<file path="src/rtl/regfile_wb_scheduler_pkg.sv">
// Shared types for the register-file writeback path: word/index types and the
// fixed writeback source numbering used by the scheduler and its clients.
package Types;

   typedef logic [31:0] word;
   typedef logic [4:0]  reg_idx_t;

   localparam int unsigned NUM_REGS   = 32;
   localparam int unsigned WB_SRC_ALU = 0;
   localparam int unsigned WB_SRC_LSU = 1;
   localparam int unsigned WB_SRC_CSR = 2;

   // One-hot decode of a register index into a scoreboard-sized mask.
   function automatic logic [NUM_REGS-1:0] reg_mask(input reg_idx_t idx);
      logic [NUM_REGS-1:0] m;
      m      = '0;
      m[idx] = 1'b1;
      return m;
   endfunction

endpackage

</file>
<file path="src/rtl/regfile_wb_scheduler_rr_arbiter.sv">
// Round-robin arbiter: grants the first requester at or after prio, cyclically,
// and moves prio one past the winner.
module rr_arbiter #(
   parameter int unsigned N = 3
) (
   input  logic         clk,
   input  logic         rst_n,
   input  logic [N-1:0] req,
   output logic [N-1:0] gnt
);

   localparam int unsigned PW = (N > 1) ? $clog2(N) : 1;
   localparam logic [PW:0]   NumW  = (PW + 1)'(N);
   localparam logic [PW-1:0] LastW = PW'(N - 1);

   logic [PW-1:0] prio_q, prio_d;
   logic [PW:0]   sum;
   logic [PW-1:0] idx;

   always_comb begin
      gnt    = '0;
      prio_d = prio_q;
      sum    = '0;
      idx    = '0;
      for (int unsigned i = 0; i < N; i++) begin
         sum = {1'b0, prio_q} + (PW + 1)'(i);
         if (sum >= NumW) begin
            sum = sum - NumW;
         end
         idx = sum[PW-1:0];
         if (gnt == '0 && req[idx]) begin
            gnt[idx] = 1'b1;
            prio_d   = (idx == LastW) ? '0 : idx + 1'b1;
         end
      end
   end

   always_ff @(posedge clk) begin
      if (!rst_n) begin
         prio_q <= '0;
      end else begin
         prio_q <= prio_d;
      end
   end

endmodule

</file>
<file path="src/rtl/regfile_wb_scheduler.sv">
// Register-file write-port scheduler: round-robin writeback arbitration, a
// registered write stage and a busy scoreboard that stalls issue on RAW/WAW.
module regfile_wb_scheduler
   import Types::*;
#(
   parameter int unsigned NUM_SRC = 3
) (
   input  logic                          clk,
   input  logic                          rst_n,
   input  logic                          issue_valid,
   input  logic [4:0]                    issue_rd,
   input  logic [4:0]                    issue_rs1,
   input  logic [4:0]                    issue_rs2,
   input  logic                          issue_writes_rd,
   output logic                          issue_stall,
   input  logic [NUM_SRC-1:0]            src_valid,
   input  logic [NUM_SRC-1:0][4:0]       src_rd,
   input  word  [NUM_SRC-1:0]            src_data,
   output logic [NUM_SRC-1:0]            src_ready,
   output logic [4:0]                    rd_index,
   output logic [31:0]                   rd_in,
   output logic                          rd_w,
   output logic                          wb_err
);

   logic [NUM_REGS-1:0] busy_q, busy_d;
   reg_idx_t            rd_index_q, rd_index_d;
   word                 rd_in_q, rd_in_d;
   logic                rd_w_q, rd_w_d;
   logic                wb_err_q, wb_err_d;

   logic [NUM_SRC-1:0]  arb_req, arb_gnt;
   logic                accept;
   reg_idx_t            sel_rd;
   word                 sel_data;
   logic                issue_fire;

   // Requests are masked in reset so no grant is visible and nothing is taken.
   assign arb_req = src_valid & {NUM_SRC{rst_n}};

   rr_arbiter #(
      .N (NUM_SRC)
   ) u_arb (
      .clk   (clk),
      .rst_n (rst_n),
      .req   (arb_req),
      .gnt   (arb_gnt)
   );

   assign src_ready = arb_gnt & {NUM_SRC{rst_n}};
   assign accept    = |src_ready;

   always_comb begin
      sel_rd   = '0;
      sel_data = '0;
      for (int unsigned k = 0; k < NUM_SRC; k++) begin
         if (src_ready[k]) begin
            sel_rd   = src_rd[k];
            sel_data = src_data[k];
         end
      end
   end

   assign issue_stall = issue_valid & (busy_q[issue_rs1] | busy_q[issue_rs2] |
                                       (issue_writes_rd & busy_q[issue_rd]));
   assign issue_fire  = issue_valid & ~issue_stall;

   always_comb begin
      busy_d     = busy_q;
      wb_err_d   = wb_err_q;
      rd_index_d = rd_index_q;
      rd_in_d    = rd_in_q;
      rd_w_d     = 1'b0;
      if (accept) begin
         rd_index_d = sel_rd;
         rd_in_d    = sel_data;
         rd_w_d     = (sel_rd != '0);
         if (sel_rd != '0 && !busy_q[sel_rd]) begin
            wb_err_d = 1'b1;
         end
         busy_d = busy_d & ~reg_mask(sel_rd);
      end
      // The set is applied after the clear so it wins on a shared index.
      if (issue_fire && issue_writes_rd && issue_rd != '0) begin
         busy_d = busy_d | reg_mask(issue_rd);
      end
      busy_d[0] = 1'b0;
   end

   always_ff @(posedge clk) begin
      if (!rst_n) begin
         busy_q     <= '0;
         rd_index_q <= '0;
         rd_in_q    <= '0;
         rd_w_q     <= 1'b0;
         wb_err_q   <= 1'b0;
      end else begin
         busy_q     <= busy_d;
         rd_index_q <= rd_index_d;
         rd_in_q    <= rd_in_d;
         rd_w_q     <= rd_w_d;
         wb_err_q   <= wb_err_d;
      end
   end

   assign rd_index = rd_index_q;
   assign rd_in    = rd_in_q;
   assign rd_w     = rd_w_q;
   assign wb_err   = wb_err_q;

   a_gnt_onehot : assert property (@(posedge clk) $onehot0(src_ready));
   a_gnt_valid  : assert property (@(posedge clk) (src_ready & ~src_valid) == '0);

endmodule

</file>
<file path="config.mk">
export PLATFORM = sky130hd
export DESIGN_NAME = regfile_wb_scheduler
export DESIGN_NICKNAME = d
export VERILOG_FILES = /design/src/rtl/regfile_wb_scheduler_pkg.sv /design/src/rtl/regfile_wb_scheduler_rr_arbiter.sv /design/src/rtl/regfile_wb_scheduler.sv
export SDC_FILE = /design/constraint.sdc
export NUM_CORES = 1
export LEC_CHECK = 0
export BUFFER_PORTS_ARGS = -buffer_cell sky130_fd_sc_hd__buf_2
export CAP_MARGIN = 10
export CORE_MARGIN = 4
export CORE_UTILIZATION = 40
export CTS_BUF_LIST = sky130_fd_sc_hd__clkbuf_2 sky130_fd_sc_hd__clkbuf_4 sky130_fd_sc_hd__clkbuf_8
export DETAILED_ROUTE_END_ITERATION = 8
export PLACE_DENSITY = 0.67
export SLEW_MARGIN = 10
export SYNTH_ARGS = -nofsm -noshare
export SYNTH_HDL_FRONTEND = slang
export SYNTH_SLANG_ARGS = --single-unit
</file>
<file path="constraint.sdc">
create_clock -name clk -period 4.8 [get_ports clk]
set_input_delay 0.48 -clock clk [delete_from_list [all_inputs] [get_ports clk]]
set_output_delay 0.48 -clock clk [all_outputs]
set_load 0.01 [all_outputs]
</file>
==> impl_metrics.env, run 1 <==
export IMPL_place_ws_ps=337
export IMPL_fin_tns_setup_ps=0
export IMPL_power_density_nw_per_um2=521
export IMPL_cap_violations=0
export IMPL_vias_per_cell=6.07
export IMPL_grt_max_degree=39
export IMPL_status="completed"
export IMPL_ys_seq_area_share_pct=30.0
export IMPL_r2r_slack_ps=340
export IMPL_cts_root_buf="clkbuf_8"
export IMPL_worst_slew_pin_transition_ps=922
export IMPL_clock_skew_ps=11.7
export IMPL_synth_top_flop_cell="dfxtp_1"
export IMPL_gp_congestion=0.906
export IMPL_initial_core_util_pct=41.4
export IMPL_postCtsSetupBuffers=0
export IMPL_hold_path_class="in -> reg"
export IMPL_synth_fa_ha_area_share_pct=1.04
export IMPL_yosys_top_cells_count="dfxtp_1 (72), o21ai_0 (68), nand2_1 (58)"
export IMPL_first_pass_iters=6
export IMPL_hold_viol=0
export IMPL_ys_warn_count=0
export IMPL_cp_required_ps=5100
export IMPL_grt_pass1_wl_um=26300
export IMPL_die_width_um=118
export IMPL_synthCells=562
export IMPL_synth_compound_area_share_pct=26.9
export IMPL_grt_remaining_overflow=0
export IMPL_post_dp_hpwl_um=12800
export IMPL_io_pins=176
export IMPL_final_core_util_pct=51.5
export IMPL_post_route_drc_count=0
export IMPL_setup_violations=0
export IMPL_antenna_cells=0
export IMPL_clk_insertion_delay_late_ps=350
export IMPL_ant_nets=0
export IMPL_crit_type="reg -> reg"
export IMPL_leakage_nw=2.52
export IMPL_final_net_count=854
export IMPL_wl_per_cell_um=19.1
export IMPL_rows=39
export IMPL_synth_fp_nets=699
export IMPL_grt_antenna_before_repair=0
export IMPL_syn_avg_cell_area_um2=8.56
export IMPL_core_um2=11600
export IMPL_synth_seq_cells=72
export IMPL_synthTopCellsByArea="dfxtp_1 (30%), mux4_2 (12%), o21ai_0 (7.1%)"
export IMPL_final_cells=865
export IMPL_htreeDepth=3
export IMPL_fmax_mhz=224
export IMPL_critPathMaxFanout=12
export IMPL_power_mw=3.12
export IMPL_layout_drive_gt1_share_pct=34.9
export IMPL_cts_hold_buf=0
export IMPL_synth_top_cell_area_share_pct=30.0
export IMPL_num_vias=5251
export IMPL_relSlewSlack_pct=38.5
export IMPL_rsz0062_at_grt="false"
export IMPL_synth_xor_area_share_pct=0.182
export IMPL_synth_mux_area_share_pct=17.5
export IMPL_max_vdd_ir_drop_v=0.000301
export IMPL_die_h_um=118
export IMPL_wl_um=16500
export IMPL_synth_most_common_cell="dfxtp_1"
export IMPL_period_minus_slack_ps=4460
export IMPL_cts_sinks=72
export IMPL_synth_distinct_cells=62
export IMPL_cp_arrival_ps=4750
export IMPL_clk_pin_slew_worst_paths_ps=90
export IMPL_cp_end_kind="flop"
export IMPL_clockBufferDepth=2
export IMPL_placed_area_um2=5760
export IMPL_placed_cells=848
export IMPL_grt_pass1_vias=5176
export IMPL_yosysTopAreaCell="dfxtp_1"
export IMPL_io_buffers=175
export IMPL_synth_cell_area_um2=4810
export IMPL_holdWs_ps=383
export IMPL_cts_tree="built"
export IMPL_synth_simple_area_share_pct=19.7
export IMPL_synth_top_family_by_area="compound AO/OA/AOI/OAI gates"
export IMPL_start_kind="flop"
export IMPL_min_period_over_period_pct=92.8
export IMPL_synth_edf_count=0
export IMPL_dieArea_um2=13800
export IMPL_drt_iter0_markers=369
export IMPL_ys_async_sr_fraction_pct=0
export IMPL_cts_buffers=9
export IMPL_syn_to_final_growth_pct=24.5
export IMPL_track_usage_pct=23.2
export IMPL_slew_viol_final=0
export IMPL_setup_ws_ps=345
export IMPL_cts_resized_gates=0
export IMPL_fin_area_um2=5980
[sequential cells by signal, indices dropped and copies added, names as in the netlist]
signal        count
busy_q           31
wb_err            1
rd_index          5
u_arb.prio_q      2
rd_in            32
rd_w              1
[kinds of logic (layout without fill, tap and decap cells)]
family,Yosys count,count (layout)
AND/OR/NAND/NOR,192,192
XOR/XNOR,1,1
flip-flops,72,72
multiplexers,50,50
AO/OA/AOI/OAI,190,190
adder cells (fa/ha/maj),4,4
buffers and inverters,53,213
[critical path: stages (launching register included)]
cell,delay [ps]
dfxtp_1,390
inv_1,90
ha_1,410
buf_4,220
nor2_1,60
a211o_1,280
a211oi_1,530
o31a_1,540
a32oi_1,190
a21oi_1,510
or4_1,320
a211oi_1,70
or4_1,520
nor4_2,140
o21a_1,130
[final timing paths]
path | from | endpoint | cells after the start
max reg2reg | u_arb.prio_q[0]$_SDFFE_PN0P_ | wb_err$_SDFFE_PN0P_ | 14
min | src_data[75] | rd_in[11]$_SDFFE_PN0N_ | 3
max | u_arb.prio_q[0]$_SDFFE_PN0P_ | wb_err$_SDFFE_PN0P_ | 14
min reg2reg | rd_in[11]$_SDFFE_PN0N_ | rd_in[11]$_SDFFE_PN0N_ | 2
[report_power, final]
group	switching, mW	total, mW	leakage (nW)	internal (mW)
clock	0.244	0.518	0.111	0.273
sequential	0.0921	0.865	0.593	0.773
combinational	1.06	1.74	1.82	0.678
total	1.39	3.12	2.52	1.72
[cells in the final DEF (no fill, tap or decap), types with 8 or more instances in the layout]
cell      count
buf_2       175
dfxtp_1      72
o21ai_0      68
nand2_1      58
nor2_1       52
a21oi_1      33
mux4_2       26
a221oi_1     24
nand3_1      18
mux2i_1      18
buf_4        13
clkbuf_8     11
a211oi_1      9
o21a_1        9
or3_1         8
a221o_1       8
[metal layers]
layer / wire length [µm] / global-route usage (%) / share of wire (%)
met5: 0 / 0 / 0
met2: 8020 / 39.2 / 49
met4: 278 / 7.99 / 1.7
met3: 1470 / 5.77 / 8.9
met1: 6740 / 28.8 / 41
[final cells by class]
type | count | area (µm²)
clock inverters | 5 | 61.3
well taps | 143 | 179
fillers | 1137 | 5630
repair buffers | 188 | 973
inverters | 9 | 33.8
multi-input cells | 437 | 3140
clock buffers | 11 | 151
flip-flops and latches | 72 | 1440
No activity file was read; power rests on OpenSTA's default activity.
==> run 2, diff against run 1 <==
--- a/config.mk
+++ b/config.mk
@@ -11,7 +11,8 @@
 export CORE_UTILIZATION = 40
 export CTS_BUF_LIST = sky130_fd_sc_hd__clkbuf_2 sky130_fd_sc_hd__clkbuf_4 sky130_fd_sc_hd__clkbuf_8
 export DETAILED_ROUTE_END_ITERATION = 8
-export PLACE_DENSITY = 0.67
+export PLACE_DENSITY = 0.69
+export RECOVER_POWER = 25
 export SLEW_MARGIN = 10
 export SYNTH_ARGS = -nofsm -noshare
 export SYNTH_HDL_FRONTEND = slang
==> constraint.sdc (replaced) <==
create_clock -name clk -period 4 [get_ports clk]
set_input_delay 0.4 -clock clk [delete_from_list [all_inputs] [get_ports clk]]
set_output_delay 0.4 -clock clk [all_outputs]
set_load 0.01 [all_outputs]
==> impl_metrics.env, run 2 (same netlist as run 1, synthesis figures left out) <==
export IMPL_fmax_mhz=258
export IMPL_crit_slowest_cell="or4_1"
export IMPL_switching_power_mw=1.76
export IMPL_final_cells=886
export IMPL_grt_max_degree=38
export IMPL_critPathBufInv=2
export IMPL_layout_common_cells="buf_2 (147), dfxtp_1 (71), o21ai_0 (68), nand2_1 (58), nor2_1 (52)"
export IMPL_worstRegToRegCells=14
export IMPL_htreeDepth=3
export IMPL_wl_per_cell_um=19.1
export IMPL_placed_cells=864
export IMPL_grt_pass1_vias=5302
export IMPL_min_period_over_period_pct=96.8
export IMPL_setup_violations=0
export IMPL_track_usage_pct=23.3
export IMPL_leakage_nw=2.55
export IMPL_top_layer="met4"
export IMPL_critPathMaxStageDelay_ps=530
export IMPL_hold_viol=0
export IMPL_dieArea_um2=13800
export IMPL_syn_to_final_growth_pct=28.9
export IMPL_wl_met1_um=6820
export IMPL_met3_length_um=1640
export IMPL_die_h_um=118
export IMPL_cts_buffers=9
export IMPL_status="completed"
export IMPL_crit_top_cell="nor4_2"
export IMPL_period_minus_slack_ps=3870
export IMPL_first_pass_iters=5
export IMPL_num_vias=5302
export IMPL_intPower_mw=2.24
export IMPL_start_kind="flop"
export IMPL_hold_path_class="in -> reg"
export IMPL_post_route_drc_count=0
export IMPL_critPathTopFamily="compound AO/OA/AOI/OAI gates"
export IMPL_worst_slew_pin_transition_ps=779
export IMPL_grt_antenna_before_repair=0
export IMPL_layout_drive_gt1_share_pct=34.7
export IMPL_clock_skew_ps=10.2
export IMPL_cp_arrival_ps=4160
export IMPL_holdPathStages=3
export IMPL_cts_sinks=72
export IMPL_grt_remaining_overflow=0
export IMPL_io_buffers=175
export IMPL_min_to="rd_in[16]$_SDFFE_PN0N_"
export IMPL_final_common_cell="buf_2"
export IMPL_initial_core_util_pct=41.4
export IMPL_drt_iter0_markers=418
export IMPL_slew_viol_final=0
export IMPL_swShare_pct=44.0
export IMPL_startpoint="u_arb.prio_q[0]$_SDFFE_PN0P_"
export IMPL_io_pins=176
export IMPL_clk_insertion_delay_late_ps=340
export IMPL_die_width_um=118
export IMPL_power_density_nw_per_um2=645
export IMPL_cts_hold_buf=0
export IMPL_timing_rr_end="wb_err$_SDFFE_PN0P_"
export IMPL_reg2reg_from="u_arb.prio_q[0]$_SDFFE_PN0P_"
export IMPL_clockBufferDepth=2
export IMPL_cts_root_buf="clkbuf_8"
export IMPL_cts_tree="built"
export IMPL_combinationalPowerShare_pct=57.4
export IMPL_cap_violations=0
export IMPL_gp_congestion=0.941
export IMPL_clk_pin_slew_worst_paths_ps=90
export IMPL_r2r_slack_ps=130
export IMPL_seqPwrFrac_pct=25.9
export IMPL_critPathMaxFanout=10
export IMPL_fin_area_um2=6200
export IMPL_antenna_cells=0
export IMPL_cp_end_kind="flop"
export IMPL_relSlewSlack_pct=47.7
export IMPL_ant_nets=0
export IMPL_cp_required_ps=4290
export IMPL_post_dp_hpwl_um=13000
export IMPL_cp_cell_sequence="inv_1 -> ha_4 -> mux2_4 -> a222oi_1 -> buf_4 -> nand4_1 -> o31a_1 -> a311oi_4 -> nor2_4 -> nor4_2 -> a211oi_1 -> or4_1 -> nor4_2 -> o21a_1"
export IMPL_clock_power_share_pct=16.6
export IMPL_core_um2=11600
export IMPL_largest_register_ffs=32
export IMPL_wl_um=17000
export IMPL_crit_type="reg -> reg"
export IMPL_rows=39
export IMPL_hold_start="src_data[80]"
export IMPL_final_net_count=875
export IMPL_placed_area_um2=5880
export IMPL_wl_met2_um=8220
export IMPL_max_vdd_ir_drop_v=0.000473
export IMPL_grt_pass1_wl_um=26600
export IMPL_vias_per_cell=5.98
-- run 2: cell types whose count changed in the layout (fill, tap and decap cells not counted), moves of 2 or more --
cell	change
clkbuf_1	+28
buf_2	-28
clkbuf_8	-2
buf_6	+2
buf_4	+19
ha_1	-2
-- run 2: layout make-up --
cell class                      count  area [µm²]
Clock inverter                      7         103
Sequential cell                    72        1440
Fill cell                        1135        5420
Clock buffer                        9         124
Timing Repair Buffer              209        1100
Tap cell                          143         179
Inverter                            9        33.8
Multi-Input combinational cell    437        3210
-- run 2: power by group through the flow --
stage          Combinational (mW)  Sequential [mW]  Clock (mW)
2_1_floorplan                1.33             1.12           0
3_5_place_dp                 2.18             1.05           0
3_3_place_gp                 2.12             1.04           0
5_1_grt                      2.50             1.06       0.709
6_report                     2.30             1.04       0.666
4_1_cts                      2.20             1.03       0.681
-- run 2: worst reg2reg max path, delay by kind of cell (launching register included) --
| family | cells | cell delay (ps) |
|---|---|---|
| AOI/OAI and AO/OA | 5 | 1300 |
| and+or+nand+nor | 5 | 1270 |
| DFF | 1 | 360 |
| adders and majority gates | 1 | 290 |
| muxes | 1 | 290 |
| buffers and inverters | 2 | 280 |
-- run 2: layer usage --
metal | GRT usage (%) | up-vias
met5 | 0 | -
li1 | - | 2488
met4 | 6.15 | 0
met3 | 7.06 | 22
met1 | 28.7 | 2520
met2 | 39.5 | 272
-- run 2: worst max-delay path by stage --
stage	cells after the start	to
2_1_floorplan	14	wb_err$_SDFFE_PN0P_
3_3_place_gp	14	wb_err$_SDFFE_PN0P_
3_5_place_dp	14	wb_err$_SDFFE_PN0P_
4_1_cts	17	wb_err$_SDFFE_PN0P_
5_1_grt	14	wb_err$_SDFFE_PN0P_
6_report	14	wb_err$_SDFFE_PN0P_
-- run 2: stage by stage --
step / setup TNS (ps) / setup WS [ps] / utilization, % / hold slack [ps] / total power, mW
finish: 0 / 130 / 53.4 / 311 / 4.00
floorplan: 0 / 141 / - / 467 / 2.45
global route: -33.4 / -27.5 / 53.4 / 301 / 4.27
CTS: 0 / 25.9 / 52.7 / 298 / 3.91
global placement: 0 / 221 / 50.7 / 431 / 3.16
detailed placement: -5.14 / -5.14 / 50.7 / 437 / 3.23
-- run 2: repair_timing --
item,4_1_cts,5_1_grt
gates cloned,0,0
gates resized for setup,0,16
setup endpoints to repair,2,27
setup buffers,1,5
pin swaps,1,7
==> run 3, diff against run 2 <==
--- a/config.mk
+++ b/config.mk
@@ -8,11 +8,12 @@
 export BUFFER_PORTS_ARGS = -buffer_cell sky130_fd_sc_hd__buf_2
 export CAP_MARGIN = 10
 export CORE_MARGIN = 4
-export CORE_UTILIZATION = 40
+export CORE_UTILIZATION = 47
 export CTS_BUF_LIST = sky130_fd_sc_hd__clkbuf_2 sky130_fd_sc_hd__clkbuf_4 sky130_fd_sc_hd__clkbuf_8
 export DETAILED_ROUTE_END_ITERATION = 8
-export PLACE_DENSITY = 0.69
+export PLACE_DENSITY = 0.8
 export RECOVER_POWER = 25
+export REMOVE_ABC_BUFFERS = 1
 export SLEW_MARGIN = 10
 export SYNTH_ARGS = -nofsm -noshare
 export SYNTH_HDL_FRONTEND = slang
==> impl_metrics.env, run 3 (same netlist as run 1, synthesis figures left out) <==
export IMPL_clock_skew_ps=14.6
export IMPL_layout_drive_gt1_share_pct=35.4
export IMPL_final_net_count=878
export IMPL_placed_area_um2=5860
export IMPL_power_density_nw_per_um2=648
export IMPL_cp_required_ps=4290
export IMPL_grt_max_degree=38
export IMPL_status="completed"
export IMPL_worst_slew_pin_transition_ps=719
export IMPL_cts_hold_buf=0
export IMPL_switching_power_mw=1.82
export IMPL_critPathTopFamily="simple AND/OR/NAND/NOR gates"
export IMPL_io_buffers=175
export IMPL_dieArea_um2=11900
export IMPL_layout_common_cells="buf_2 (147), dfxtp_1 (70), o21ai_0 (68), nand2_1 (58), nor2_1 (51)"
export IMPL_fin_area_um2=6250
export IMPL_post_route_drc_count=0
export IMPL_wl_per_cell_um=20.2
export IMPL_cts_sinks=72
export IMPL_drt_iter0_markers=435
export IMPL_placed_cells=851
export IMPL_setup_violations=0
export IMPL_initial_core_util_pct=48.7
export IMPL_final_core_util_pct=63.4
export IMPL_clock_power_share_pct=13.8
export IMPL_fmax_mhz=255
export IMPL_place_ws_ps=-52.2
export IMPL_hold_path_class="in -> reg"
export IMPL_crit_type="reg -> reg"
export IMPL_nFillCells=847
export IMPL_die_h_um=109
export IMPL_slew_viol_final=0
export IMPL_gp_congestion=1.01
export IMPL_setup_ws_ps=73.8
export IMPL_clk_pin_slew_worst_paths_ps=90
export IMPL_grt_pass1_vias=5244
export IMPL_num_vias=5479
export IMPL_combinationalPowerShare_pct=60.5
export IMPL_syn_to_final_growth_pct=30.0
export IMPL_first_pass_iters=6
export IMPL_cts_buffers=9
export IMPL_largest_register_ffs=32
export IMPL_grt_antenna_before_repair=1
export IMPL_ant_nets=0
export IMPL_htreeDepth=3
export IMPL_post_dp_hpwl_um=13400
export IMPL_clockBufferDepth=2
export IMPL_rows=36
export IMPL_start_kind="flop"
export IMPL_swShare_pct=45.0
export IMPL_cap_violations=0
export IMPL_io_pins=176
export IMPL_grt_pass1_wl_um=26100
export IMPL_track_usage_pct=28.5
export IMPL_rsz0062_at_grt="true"
export IMPL_core_um2=9860
export IMPL_critPathMaxStageDelay_ps=520
export IMPL_period_minus_slack_ps=3930
export IMPL_final_common_cell="buf_2"
export IMPL_final_cells=881
export IMPL_hold_viol=0
export IMPL_critPathBufInv=3
export IMPL_intPower_mw=2.23
export IMPL_crit_slowest_cell="or4_1"
export IMPL_wl_um=17800
export IMPL_min_period_over_period_pct=98.2
export IMPL_cts_tree="built"
export IMPL_critPathMaxFanout=8
export IMPL_cp_cell_sequence="inv_4 -> ha_4 -> mux2_4 -> a222oi_1 -> buf_4 -> and3_4 -> a311oi_4 -> buf_6 -> mux2i_2 -> a22o_1 -> nor4_4 -> a211oi_1 -> or4_1 -> nor4_2 -> o21a_1"
export IMPL_vias_per_cell=6.22
export IMPL_clk_insertion_delay_late_ps=340
export IMPL_relSlewSlack_pct=51.7
export IMPL_cp_arrival_ps=4210
export IMPL_leakage_nw=2.56
export IMPL_seqPwrFrac_pct=25.7
export IMPL_cp_end_kind="flop"
export IMPL_max_vdd_ir_drop_v=0.000403
export IMPL_cts_root_buf="clkbuf_8"
export IMPL_die_width_um=109
export IMPL_grt_remaining_overflow=0
==> run 3: repair_timing <==
item	CTS	global route
gates resized for setup	1	28
setup buffers	1	11
endpoints found under the setup margin	1	28
pin swaps	1	17
==> run 3: worst register-to-register path: stages, from the launching register on <==
cell and delay [ps]:
dfxtp_4 370, inv_4 40, ha_4 270, mux2_4 290, a222oi_1 450, buf_4 190, and3_4 200, a311oi_4 130
buf_6 170, mux2i_2 170, a22o_1 220, nor4_4 310, a211oi_1 80, or4_1 520, nor4_2 300, o21a_1 150
==> run 3: power groups by stage <==
stage | sequential [mW] | clock (mW) | combinational, mW
3_5_place_dp | 1.04 | 0 | 2.20
2_1_floorplan | 1.12 | 0 | 1.22
6_report | 1.04 | 0.558 | 2.45
4_1_cts | 1.03 | 0.555 | 2.21
3_3_place_gp | 1.04 | 0 | 2.13
5_1_grt | 1.07 | 0.584 | 2.64
==> run 3: area by class of cell <==
cell class / instances / area [µm²] / share of cell area, %
Multi-Input combinational cell: 437 / 3260 / 52.2
Sequential cell: 72 / 1450 / 23.1
Timing Repair Buffer: 212 / 1150 / 18.3
Tap cell: 133 / 166 / 2.66
Clock buffer: 11 / 151 / 2.42
Clock inverter: 5 / 37.5 / 0.600
Inverter: 9 / 36.3 / 0.580
Antenna cell: 2 / 5.00 / 0.0801
==> run 3: worst paths after layout <==
check,from,to,slack (ps),cells past startpoint
worst max-delay path,u_arb.prio_q[0]$_SDFFE_PN0P_,wb_err$_SDFFE_PN0P_,70,15
worst min register to register,rd_in[0]$_SDFFE_PN0N_,rd_in[0]$_SDFFE_PN0N_,460,2
worst max register to register,u_arb.prio_q[0]$_SDFFE_PN0P_,wb_err$_SDFFE_PN0P_,70,15
worst min-delay path,src_data[73],rd_in[9]$_SDFFE_PN0N_,310,3
==> run 3: metrics by stage <==
stage	hold slack [ps]	TNS (ps)	power, mW
5_1_grt	321	-97.6	4.29
3_3_place_gp	432	0	3.17
6_report	314	0	4.05
2_1_floorplan	467	-62780	2.35
3_5_place_dp	439	-52.2	3.25
4_1_cts	311	0	3.80
==> run 3: metal layers <==
metal / global-route usage (%) / vias to the layer above / wire [µm]
met5: 0 / - / 0
met4: 19.0 / 0 / 1080
met3: 5.45 / 85 / 1650
met2: 47.1 / 357 / 8770
met1: 33.4 / 2541 / 6270
li1: - / 2496 / -
